===== src/rtl/countdown_timer_pkg.sv =====
`default_nettype none
// ============================================================================
//  Module   : countdown_timer_pkg
//  Purpose  : Shared types and constants for the two-digit BCD countdown timer
//  Revision : 1.0  initial release
// ============================================================================
package countdown_timer_pkg;

  // Width of one BCD digit and the largest legal BCD value
  localparam int DIGIT_W = 4;
  localparam logic [DIGIT_W-1:0] BCD_MAX = DIGIT_W'(9);

  // Controller state encoding
  typedef enum logic [1:0] {
    ST_IDLE   = 2'd0,
    ST_RUN    = 2'd1,
    ST_PAUSED = 2'd2,
    ST_DONE   = 2'd3
  } state_t;

  // Saturate an out-of-range preset nibble to the largest BCD digit
  function automatic logic [DIGIT_W-1:0] bcd_clamp(input logic [DIGIT_W-1:0] v);
    return (v > BCD_MAX) ? BCD_MAX : v;
  endfunction

endpackage : countdown_timer_pkg
`default_nettype wire


===== src/rtl/countdown_timer_if.sv =====
`default_nettype none
// ============================================================================
//  Module   : countdown_timer_if
//  Purpose  : Control/status bundle between a timer client and the timer
//  Revision : 1.0  initial release
// ============================================================================
interface countdown_timer_if;
  import countdown_timer_pkg::*;

  // Client -> timer
  logic               tick;
  logic               load;
  logic [DIGIT_W-1:0] preset_tens;
  logic [DIGIT_W-1:0] preset_ones;
  logic               start;
  logic               pause;

  // Timer -> client
  logic [DIGIT_W-1:0] tens;
  logic [DIGIT_W-1:0] ones;
  logic               running;
  logic               zero;
  logic               done;

  // Client side
  modport master (
    output tick, load, preset_tens, preset_ones, start, pause,
    input  tens, ones, running, zero, done
  );

  // Timer side
  modport slave (
    input  tick, load, preset_tens, preset_ones, start, pause,
    output tens, ones, running, zero, done
  );

endinterface : countdown_timer_if
`default_nettype wire


===== src/rtl/countdown_timer_digit.sv =====
`default_nettype none
// ============================================================================
//  Module   : bcd_down_digit
//  Purpose  : One loadable BCD down-counting digit with borrow output
//  Revision : 1.0  initial release
// ============================================================================
module bcd_down_digit
  import countdown_timer_pkg::*;
(
  input  logic               clk,
  input  logic               init,
  input  logic               en,
  input  logic               load,
  input  logic [DIGIT_W-1:0] d,
  output logic [DIGIT_W-1:0] q,
  output logic               borrow_out
);

  logic [DIGIT_W-1:0] r_q;

  // Digit register: reset, then load, then decrement with 0 -> 9 wrap
  always_ff @(posedge clk) begin
    if (init) begin
      r_q <= '0;
    end else if (load) begin
      r_q <= d;
    end else if (en) begin
      r_q <= (r_q == '0) ? BCD_MAX : (r_q - DIGIT_W'(1));
    end
  end

  assign q = r_q;

  // A decrement request arriving at 0 must be passed on to the next digit
  assign borrow_out = en && (r_q == '0);

endmodule : bcd_down_digit
`default_nettype wire


===== src/rtl/countdown_timer.sv =====
`default_nettype none
// ============================================================================
//  Module   : countdown_timer
//  Purpose  : Two-digit BCD countdown timer with start/pause/load control
//  Revision : 1.0  initial release
// ============================================================================
module countdown_timer
  import countdown_timer_pkg::*;
(
  input  logic              clk,
  input  logic              init,
  countdown_timer_if.slave  bus
);

  state_t             r_state;
  logic               r_running;
  logic               r_done;

  logic [DIGIT_W-1:0] w_tens;
  logic [DIGIT_W-1:0] w_ones;
  logic [DIGIT_W-1:0] w_preset_tens;
  logic [DIGIT_W-1:0] w_preset_ones;
  logic               w_zero;
  logic               w_dec;
  logic               w_ones_borrow;
  logic               w_tens_borrow_unused;
  logic               w_last_count;

  // Out-of-range presets are saturated before they reach the digits
  assign w_preset_tens = bcd_clamp(bus.preset_tens);
  assign w_preset_ones = bcd_clamp(bus.preset_ones);

  assign w_zero = (w_tens == '0) && (w_ones == '0);

  // One count per tick, only while running; load and pause both suppress it,
  // and the zero guard keeps the tens digit from ever wrapping
  assign w_dec = (r_state == ST_RUN) && bus.tick && !bus.load && !bus.pause && !w_zero;

  // This decrement takes the count from 01 to 00
  assign w_last_count = w_dec && (w_tens == '0) && (w_ones == DIGIT_W'(1));

  // Controller: state plus registered running/done flags
  always_ff @(posedge clk) begin
    if (init) begin
      r_state   <= ST_IDLE;
      r_running <= 1'b0;
      r_done    <= 1'b0;
    end else begin
      r_done <= 1'b0;
      if (bus.load) begin
        r_state   <= ST_IDLE;
        r_running <= 1'b0;
      end else begin
        case (r_state)
          ST_IDLE: begin
            if (bus.start && !w_zero) begin
              r_state   <= ST_RUN;
              r_running <= 1'b1;
            end
          end
          ST_RUN: begin
            if (bus.pause) begin
              r_state   <= ST_PAUSED;
              r_running <= 1'b0;
            end else if (w_last_count) begin
              r_state   <= ST_DONE;
              r_running <= 1'b0;
              r_done    <= 1'b1;
            end
          end
          ST_PAUSED: begin
            if (!bus.pause && bus.start) begin
              r_state   <= ST_RUN;
              r_running <= 1'b1;
            end
          end
          ST_DONE: begin
            if (!bus.start) begin
              r_state   <= ST_IDLE;
              r_running <= 1'b0;
            end
          end
          default: begin
            r_state   <= ST_IDLE;
            r_running <= 1'b0;
          end
        endcase
      end
    end
  end

  bcd_down_digit u_ones (
    .clk        (clk),
    .init       (init),
    .en         (w_dec),
    .load       (bus.load),
    .d          (w_preset_ones),
    .q          (w_ones),
    .borrow_out (w_ones_borrow)
  );

  // Tens only moves when the ones digit wraps
  bcd_down_digit u_tens (
    .clk        (clk),
    .init       (init),
    .en         (w_ones_borrow),
    .load       (bus.load),
    .d          (w_preset_tens),
    .q          (w_tens),
    .borrow_out (w_tens_borrow_unused)
  );

  assign bus.tens    = w_tens;
  assign bus.ones    = w_ones;
  assign bus.zero    = w_zero;
  assign bus.running = r_running;
  assign bus.done    = r_done;

endmodule : countdown_timer
`default_nettype wire


===== src/flat_wrapper.sv =====
// flat-port wrapper written by rule: the top's interface ports become plain ports
module countdown_timer_flat import countdown_timer_pkg::*;
  (clk, init, bus_tick, bus_load, bus_preset_tens, bus_preset_ones, bus_start, bus_pause, bus_tens, bus_ones, bus_running, bus_zero, bus_done);
  countdown_timer_if bus_i ();
  input  logic clk;
  input  logic init;
  input wire logic [$bits(bus_i.tick)-1:0] bus_tick;
  input wire logic [$bits(bus_i.load)-1:0] bus_load;
  input wire logic [$bits(bus_i.preset_tens)-1:0] bus_preset_tens;
  input wire logic [$bits(bus_i.preset_ones)-1:0] bus_preset_ones;
  input wire logic [$bits(bus_i.start)-1:0] bus_start;
  input wire logic [$bits(bus_i.pause)-1:0] bus_pause;
  output wire logic [$bits(bus_i.tens)-1:0] bus_tens;
  output wire logic [$bits(bus_i.ones)-1:0] bus_ones;
  output wire logic [$bits(bus_i.running)-1:0] bus_running;
  output wire logic [$bits(bus_i.zero)-1:0] bus_zero;
  output wire logic [$bits(bus_i.done)-1:0] bus_done;
  assign bus_i.tick = bus_tick;
  assign bus_i.load = bus_load;
  assign bus_i.preset_tens = bus_preset_tens;
  assign bus_i.preset_ones = bus_preset_ones;
  assign bus_i.start = bus_start;
  assign bus_i.pause = bus_pause;
  assign bus_tens = bus_i.tens;
  assign bus_ones = bus_i.ones;
  assign bus_running = bus_i.running;
  assign bus_zero = bus_i.zero;
  assign bus_done = bus_i.done;
  countdown_timer u_core (.clk(clk), .init(init), .bus(bus_i));
endmodule

===== config.mk =====
export PLATFORM = sky130hd
export DESIGN_NAME = countdown_timer_flat
export DESIGN_NICKNAME = d
export VERILOG_FILES = /design/src/rtl/countdown_timer_pkg.sv /design/src/rtl/countdown_timer_if.sv /design/src/rtl/countdown_timer_digit.sv /design/src/rtl/countdown_timer.sv /design/src/flat_wrapper.sv
export SDC_FILE = /design/constraint.sdc
export NUM_CORES = 1
export LEC_CHECK = 0
export ABC_CLOCK_PERIOD_IN_PS = 4800
export CORE_AREA = 3 3 40 42
export CTS_CLUSTER_SIZE = 24
export DETAILED_ROUTE_END_ITERATION = 6
export DIE_AREA = 0 0 43 45
export DONT_BUFFER_PORTS = 1
export GPL_TIMING_DRIVEN = 0
export PLACE_DENSITY = 0.69
export SYNTH_ARGS = -nofsm -noshare
export SYNTH_HDL_FRONTEND = slang
export SYNTH_SLANG_ARGS = --single-unit

===== constraint.sdc =====
create_clock -name clk -period 4.8 [get_ports clk]
set_clock_uncertainty 0.1 [all_clocks]
set_input_delay 0.72 -clock clk [delete_from_list [all_inputs] [get_ports clk]]
set_output_delay 0.72 -clock clk [all_outputs]
set_load 0.05 [all_outputs]

== Word level (Yosys, flattened, before mapping) ==
Index checks and enable logic that the tools add are counted.

* Flip-flop bits (word level): 12
* Input port bits: 14
* Output and inout bits: 11
* Logic and storage cells: 60

* Muxes and demuxes: 21
* Equality and inequality tests: 8
* Add/subtract/negate cells: 2
* Reductions and logical operators: 21
* Bitwise operators: 1
* Order comparisons: 2

{| class="wikitable"
|+ Operators by type and width
! cell !! number
|-
| $mux W4 || 8
|-
| $logic_and A1 B1 Y1 || 10
|-
| $mux W2 || 5
|-
| $gt A4 B4 Y1 const B || 2
|-
| $logic_not A4 Y1 || 2
|-
| $pmux W2 S4 || 1
|-
| $sub A4 B1 Y4 const B || 2
|-
| $mux W1 || 6
|-
| $eq A2 B2 Y1 const B || 2
|-
| $eq A4 B1 Y1 const B || 1
|-
| $ne A2 B1 Y1 const B || 2
|-
| $pmux W1 S4 || 1
|-
| $reduce_and A4 Y1 || 1
|-
| $reduce_bool A2 Y1 || 2
|-
| $reduce_or A4 Y1 || 1
|-
| $logic_not A1 Y1 || 3
|-
| $ne A3 B2 Y1 const B || 1
|-
| $eq A2 B1 Y1 const B || 1
|-
| $logic_not A2 Y1 || 1
|-
| $ne A2 B2 Y1 const B || 1
|-
| $reduce_or A2 Y1 || 1
|-
| $not A1 Y1 || 1
|}

== Logic depth before layout (Yosys ltp) ==
Gate-level depths: netlist of run 1.

* Word-level depth: 10
* Depth in mapped cells: 6

== Hierarchy ==
Synthesis of run 1 repeated with hierarchy kept, for this count alone.

* Cell total of the unflattened synthesis: 89
* Area, all modules: 765.7 um^2

{| class="wikitable"
|+ By module, submodules not included
! module !! instances !! area an instance (um^2) !! seq. area each (um^2) !! cells each
|-
| bcd_down_digit || 2 || 221.5 || 80.1 || 24
|-
| countdown_timer || 1 || 322.8 || 80.1 || 41
|}

== Worst setup path after synthesis of run 1 ==
OpenSTA, ideal clock, no wires.

* Kind: reg2out
* From: reg u_core.u_tens.r_q[1], in the netlist u_core.u_tens.q[1]
* To: out bus_zero
* Buffers on the path: 0
* Path slack: 2,595 ps
* Required time: 3,980 ps
* Cell stages (with the launch flop): 3
* Arrival: 1,385 ps
* Cells stage by stage: dfxtp_1 > nor4_1 > and3_1

* Cells in the longest elaborated chain, start to end: 2

{| class="wikitable"
|+ RTL lines
! element !! line !! text
|-
| start: declaration || countdown_timer_digit.sv:19 || <nowiki>logic [DIGIT_W-1:0] r_q;</nowiki>
|-
| start signal: assignment || countdown_timer_digit.sv:28 || <nowiki>r_q <= (r_q == '0) ? BCD_MAX : (r_q - DIGIT_W'(1));</nowiki>
|-
| $logic_not A4 Y1 || countdown_timer.sv:33 || <nowiki>assign w_zero = (w_tens == '0) && (w_ones == '0);</nowiki>
|-
| $logic_and A1 B1 Y1 || countdown_timer.sv:33 ||
|-
| end: declaration || flat_wrapper.sv:16 || <nowiki>output wire logic [$bits(bus_i.zero)-1:0] bus_zero;</nowiki>
|}

Every way passes these cells.

== Worst setup path after layout of run 1 ==
Same ends and word-level chain as after synthesis.

==> results of run 1 <==
## power by group through the flow
| stage | registers [mW] | logic [mW] | clock network, mW |
|---|---|---|---|
| global route | 0.128 | 0.0392 | 0.0884 |
| detailed placement | 0.129 | 0.0351 | 0 |
| finish | 0.127 | 0.0355 | 0.0817 |
| global placement | 0.129 | 0.0345 | 0 |
| floorplan | 0.127 | 0.0305 | 0 |
| CTS | 0.127 | 0.0354 | 0.0816 |
## cells by family (layout without fill, tap and decap cells)
family | after synthesis | count (layout)
buffers and inverters | 10 | 14
and+or+nand+nor | 33 | 33
DFF | 12 | 12
AOI/OAI and AO/OA | 28 | 28
xor gates and xnor gates | 1 | 1
## worst max-delay path, cell delays in order (launching register included)
cell     delay, ns
dfxtp_1       0.51
nor4_1        0.43
and3_1        0.59
## routing by layer
metal	track usage (%)	wire length, um
met2	27.8	721
met5	0	0
met4	5.42	19
met3	6.37	151
met1	20.9	635
## sequential cells by signal, indices dropped and copies added (netlist names)
name and count:
u_core.r_state 2, u_core.u_tens.q 4, u_core.u_ones.q 4, u_core.bus.running 1, u_core.bus.done 1
## cells in the final DEF, fill, tap and decap left out, types with 2 or more instances in the layout
cell / instances
o21a_1: 2
a21oi_1: 6
nor4_1: 2
nand2_1: 6
dfxtp_1: 12
a211o_2: 2
nand3b_1: 2
a21o_1: 2
nor2_1: 6
o21ai_0: 5
or2_2: 2
clkbuf_1: 2
inv_1: 7
clkbuf_4: 3
nor3_1: 3
## area by class of cell
cell class | instances | area, um2
Multi-Input combinational cell | 62 | 435
Sequential cell | 12 | 240
Buffer | 3 | 15.0
Clock buffer | 4 | 36.3
Tap cell | 15 | 18.8
Inverter | 7 | 26.3
Fill cell | 120 | 513
## through the flow
step | hold slack, ns | util, % | setup slack (ns) | power, mW
floorplan | 0.374 | - | 2.60 | 0.158
global placement | 0.412 | 57.3 | 2.50 | 0.163
detailed placement | 0.415 | 57.3 | 2.47 | 0.164
CTS | 0.433 | 60.1 | 2.17 | 0.244
global route | 0.461 | 60.1 | 2.06 | 0.256
finish | 0.426 | 60.1 | 2.17 | 0.244
## path summary, 6_finish.rpt
check | endpoint | slack [ns] | cells past startpoint
setup / recovery | bus_zero | 2.17 | 2
hold reg to reg | u_core.r_state[0] | 0.43 | 2
hold / removal | u_core.r_state[0] | 0.43 | 2
setup reg to reg | u_core.bus.running | 2.53 | 5
==> results.json, run 1 <==
{
  "die_w_um": 43,
  "start_kind": "flip-flop",
  "die-height_um": 45,
  "sequentialPowerShare_pct": 52.0,
  "port_buffers": 0,
  "nNetsFinal": 103,
  "clk-insertion-delay-late_ns": 0.27,
  "fin_crit_ns": 2.63,
  "viasPerCell": 6.25,
  "tritoncts": "built",
  "ir_drop_v": 0.000161,
  "synth_commonest_cells": "dfxtp_1, inv_1, a21oi_1, nand2_1, nor2_1",
  "synth_compound_area_share_pct": 28.1,
  "rows": 13,
  "synth_most_common_cell": "dfxtp_1",
  "numCtsBuffers": 3,
  "synth-adder-area-share_pct": 0,
  "stdcell_area_um2": 772,
  "ys_seq_elements": 12,
  "hold_start": "u_core.r_state[0]",
  "fmax_ghz": 0.380,
  "synth-xor-area-share_pct": 1.22,
  "place_congestion": 0.814,
  "wirelength_um": 1530,
  "worstSetupPathType": "flip-flop to primary output",
  "leakagePower_nw": 0.287,
  "clockPowerShare_pct": 33.5,
  "synth_top_area_share_pct": 33.5,
  "antenna_found_initial": 0,
  "htree_levels": 1,
  "synth_area_per_cell_um2": 8.53,
  "finalNonFillerCells": 103,
  "status": "complete, no violations",
  "synth_edf_count": 0,
  "critPathCaptureType": "primary output",
  "critical_path_required_ns": 3.98,
  "synthTopCellsByArea": "dfxtp_1, a21oi_1, inv_1",
  "fin_tns_setup_ns": 0,
  "tightest_slew_ns": 0.677,
  "dp_cells": 99,
  "grt-ovfl-total": 0,
  "num_vias": 644,
  "maxSlewViolCount": 0,
  "rsz0062_at_grt": "false",
  "min_path_type": "flip-flop to flip-flop",
  "dieArea_mm2": 0.00194,
  "place_area_um2": 736,
  "synth_warnings": 0,
  "synthArstFlopShare_pct": 0,
  "drtIter0Drc": 15,
  "max-cap-violations": 0,
  "dr.pass1.iters": 4,
  "avgRoutedWirePerCell_um": 14.8,
  "yosysTopAreaCell": "dfxtp_1",
  "powerDensity_mw_per_mm2": 316,
  "p_int_mw": 0.166,
  "grt.total_usage_pct": 17.0,
  "antenna_cells": 0,
  "grt_pass1_vias": 579,
  "clk_pin_slew_ns": 0.08,
  "setup_viol": 0,
  "min_period_over_period_pct": 54.8,
  "synth_mux_area_share_pct": 0,
  "cts_post_setup_buffers_inserted": 0,
  "syn-cell-area_um2": 717,
  "synth.distinct_cells": 39,
  "dp_hpwl_um": 1160,
  "synth_top_flop_cell": "dfxtp_1",
  "cts_resized": 0,
  "syn_inst": 84,
  "drcViolationCount": 0,
  "cts_root_buffer": "clkbuf_4",
  "synth_top_family_by_area": "simple AND/OR/NAND/NOR gates",
  "core_area_mm2": 0.00128,
  "start_util_pct": 55.8,
  "syn_nets": 98,
  "areaGrowthSynthToFinish_pct": 7.68,
  "io_pins": 25,
  "drive_above_1_share_pct": 17.0,
  "sw_frac_of_total_pct": 31.9,
  "clockBufferDepth": 2,
  "crit_arrival_ns": 1.81,
  "cts_num_sinks": 12,
  "path_max_fanout": 5,
  "synth-seq-area-share_pct": 33.5,
  "slew-limit-headroom_pct": 54.8,
  "crit_start": "u_core.u_tens.q[1]",
  "drtAntennaViolNets": 0,
  "grt_pass1_wl_um": 2500,
  "synthSimpleGateAreaFrac_pct": 31.4,
  "r2r_start": "u_core.u_ones.q[0]",
  "grt_max_degree": 11,
  "p_comb_share_pct": 14.5,
  "postCtsHoldBufs": 0,
  "switching_power_mw": 0.0779,
  "finalHoldViolCount": 0
}
Power figures use the tool's default switching activity.
==> run 2: changes to the inputs <==
ABC_CLOCK_PERIOD_IN_PS = 2300   (was 4800)
CORE_AREA = unset   (was 3 3 40 42)
CORE_MARGIN = 3   (was unset)
CORE_UTILIZATION = 53   (was unset)
DIE_AREA = unset   (was 0 0 43 45)
PLACE_DENSITY = 0.71   (was 0.69)
clock period = 2.3 ns   (was 4.8 ns; I/O delays follow)
==> results.json, run 2 (synthesis results as in run 1) <==
{
  "place_congestion": 0.802,
  "cts_num_sinks": 12,
  "cts_root_buffer": "clkbuf_4",
  "fin_crit_ns": 2.10,
  "port_buffers": 0,
  "clk_pin_slew_ns": 0.08,
  "grt_pass1_wl_um": 2410,
  "dieArea_mm2": 0.00183,
  "start_kind": "flip-flop",
  "final_common_cell": "dfxtp_1",
  "cts_post_setup_buffers_inserted": 0,
  "status": "complete, no violations",
  "setup_viol": 0,
  "drtAntennaViolNets": 0,
  "num-fill-cells": 109,
  "ir_drop_v": 0.000398,
  "powerDensity_mw_per_mm2": 661,
  "multi_input_area_um2": 437,
  "min_period_over_period_pct": 91.5,
  "numCtsBuffers": 3,
  "die-height_um": 42.8,
  "core_area_mm2": 0.00119,
  "drcViolationCount": 0,
  "dp_hpwl_um": 1120,
  "power.total_mw": 0.511,
  "max-cap-violations": 0,
  "nNetsFinal": 103,
  "die_w_um": 42.8,
  "postCtsHoldBufs": 0,
  "regArea_um2": 241,
  "start_util_pct": 60.4,
  "grt.total_usage_pct": 16.7,
  "crit_arrival_ns": 2.22,
  "rsz0062_at_grt": "false",
  "rows": 12,
  "antenna_cells": 0,
  "cp_slowest_cell": "dfxtp_1",
  "antenna_found_initial": 0,
  "path_max_fanout": 5,
  "drtIter0Drc": 15,
  "tritoncts": "built",
  "worstSetupPathType": "flip-flop to flip-flop",
  "critical_path_required_ns": 2.42,
  "min_path_type": "input port to flip-flop",
  "viasPerCell": 6.28,
  "worstHoldPathCells": 2,
  "grt_pass1_vias": 568,
  "maxSlewViolCount": 0,
  "fmax_ghz": 0.475,
  "grt_max_degree": 11,
  "slew-limit-headroom_pct": 58.0,
  "io_pins": 25,
  "slowest_delay_ns": 0.73,
  "drive_above_1_share_pct": 19.3,
  "critPathCaptureType": "flip-flop",
  "clockBufferDepth": 2,
  "num_vias": 641,
  "clk-insertion-delay-late_ns": 0.28,
  "grt-ovfl-total": 0,
  "avgRoutedWirePerCell_um": 14.6,
  "finalHoldViolCount": 0,
  "areaGrowthSynthToFinish_pct": 7.85,
  "dr.pass1.iters": 4,
  "crit_chain": "nor4_1, and3_2, o31a_1, or2_2, a21oi_1",
  "leakagePower_nw": 0.287,
  "wirelength_um": 1490,
  "fin_tns_setup_ns": 0,
  "htree_levels": 1,
  "tightest_slew_ns": 0.630,
  "final_cell_mix": "dfxtp_1, inv_1, nor2_1, a21oi_1, nand2_1",
  "ff2ff_path_depth": 5
}
[run 2: cell types whose count changed in the layout (fill, tap and decap cells not counted)]
cell	delta
and3_1	-1
and3_2	+1
dfxtp_1	-1
dfxtp_2	+1
[run 2: routing by layer]
layer,up-vias,track usage [%],wire (um)
met5,-,0,0
met1,294,21.9,703
met2,24,26.9,650
met4,0,3.73,18
li1,319,-,-
met3,4,4.66,118
[run 2: layout make-up]
type,instances,area share (%)
multi-input cells,62,56.5
flip-flops and latches,12,31.2
clock buffers,4,4.69
inverters,7,3.40
well taps,14,2.27
plain buffers,3,1.94
[run 2: worst paths after layout]
kind | slack (ns) | end | startpoint
setup / recovery | 0.20 | u_core.bus.running | u_core.u_tens.q[2]
hold / removal | 0.11 | u_core.u_tens.q[3] | bus_preset_tens[3]
setup reg to reg | 0.20 | u_core.bus.running | u_core.u_tens.q[2]
hold reg to reg | 0.42 | u_core.r_state[0] | u_core.r_state[0]
[run 2: worst max-delay path: cells and delay by family (launching register included)]
kind | cells | cell delay [ns]
simple gates | 3 | 0.80
flops | 1 | 0.73
compound gates | 2 | 0.42
[run 2: where the power goes]
part | internal, mW | switching [mW] | total (mW)
clock | 0.0962 | 0.0767 | 0.173
combinational | 0.0326 | 0.0408 | 0.0734
sequential | 0.218 | 0.0462 | 0.265
[run 2: stage by stage]
step / hold slack, ns / instances / cell area (um2) / setup slack, ns / utilization (%)
after floorplan: 0.374 / 84 / 717 / 0.222 / -
after global placement: 0.398 / 98 / 734 / 0.0950 / 61.9
after detailed placement: 0.399 / 98 / 734 / 0.0802 / 61.9
after CTS: 0.112 / 102 / 771 / 0.0536 / 65.0
after global routing: 0.120 / 102 / 773 / 0.100 / 65.2
final: 0.108 / 102 / 773 / 0.197 / 65.2
[run 2: timing repair]
action / 4_1_cts / 5_1_grt
resized for setup: 0 / 2
setup endpoints to repair: 0 / 4
endpoints found under the hold margin: 0 / 0
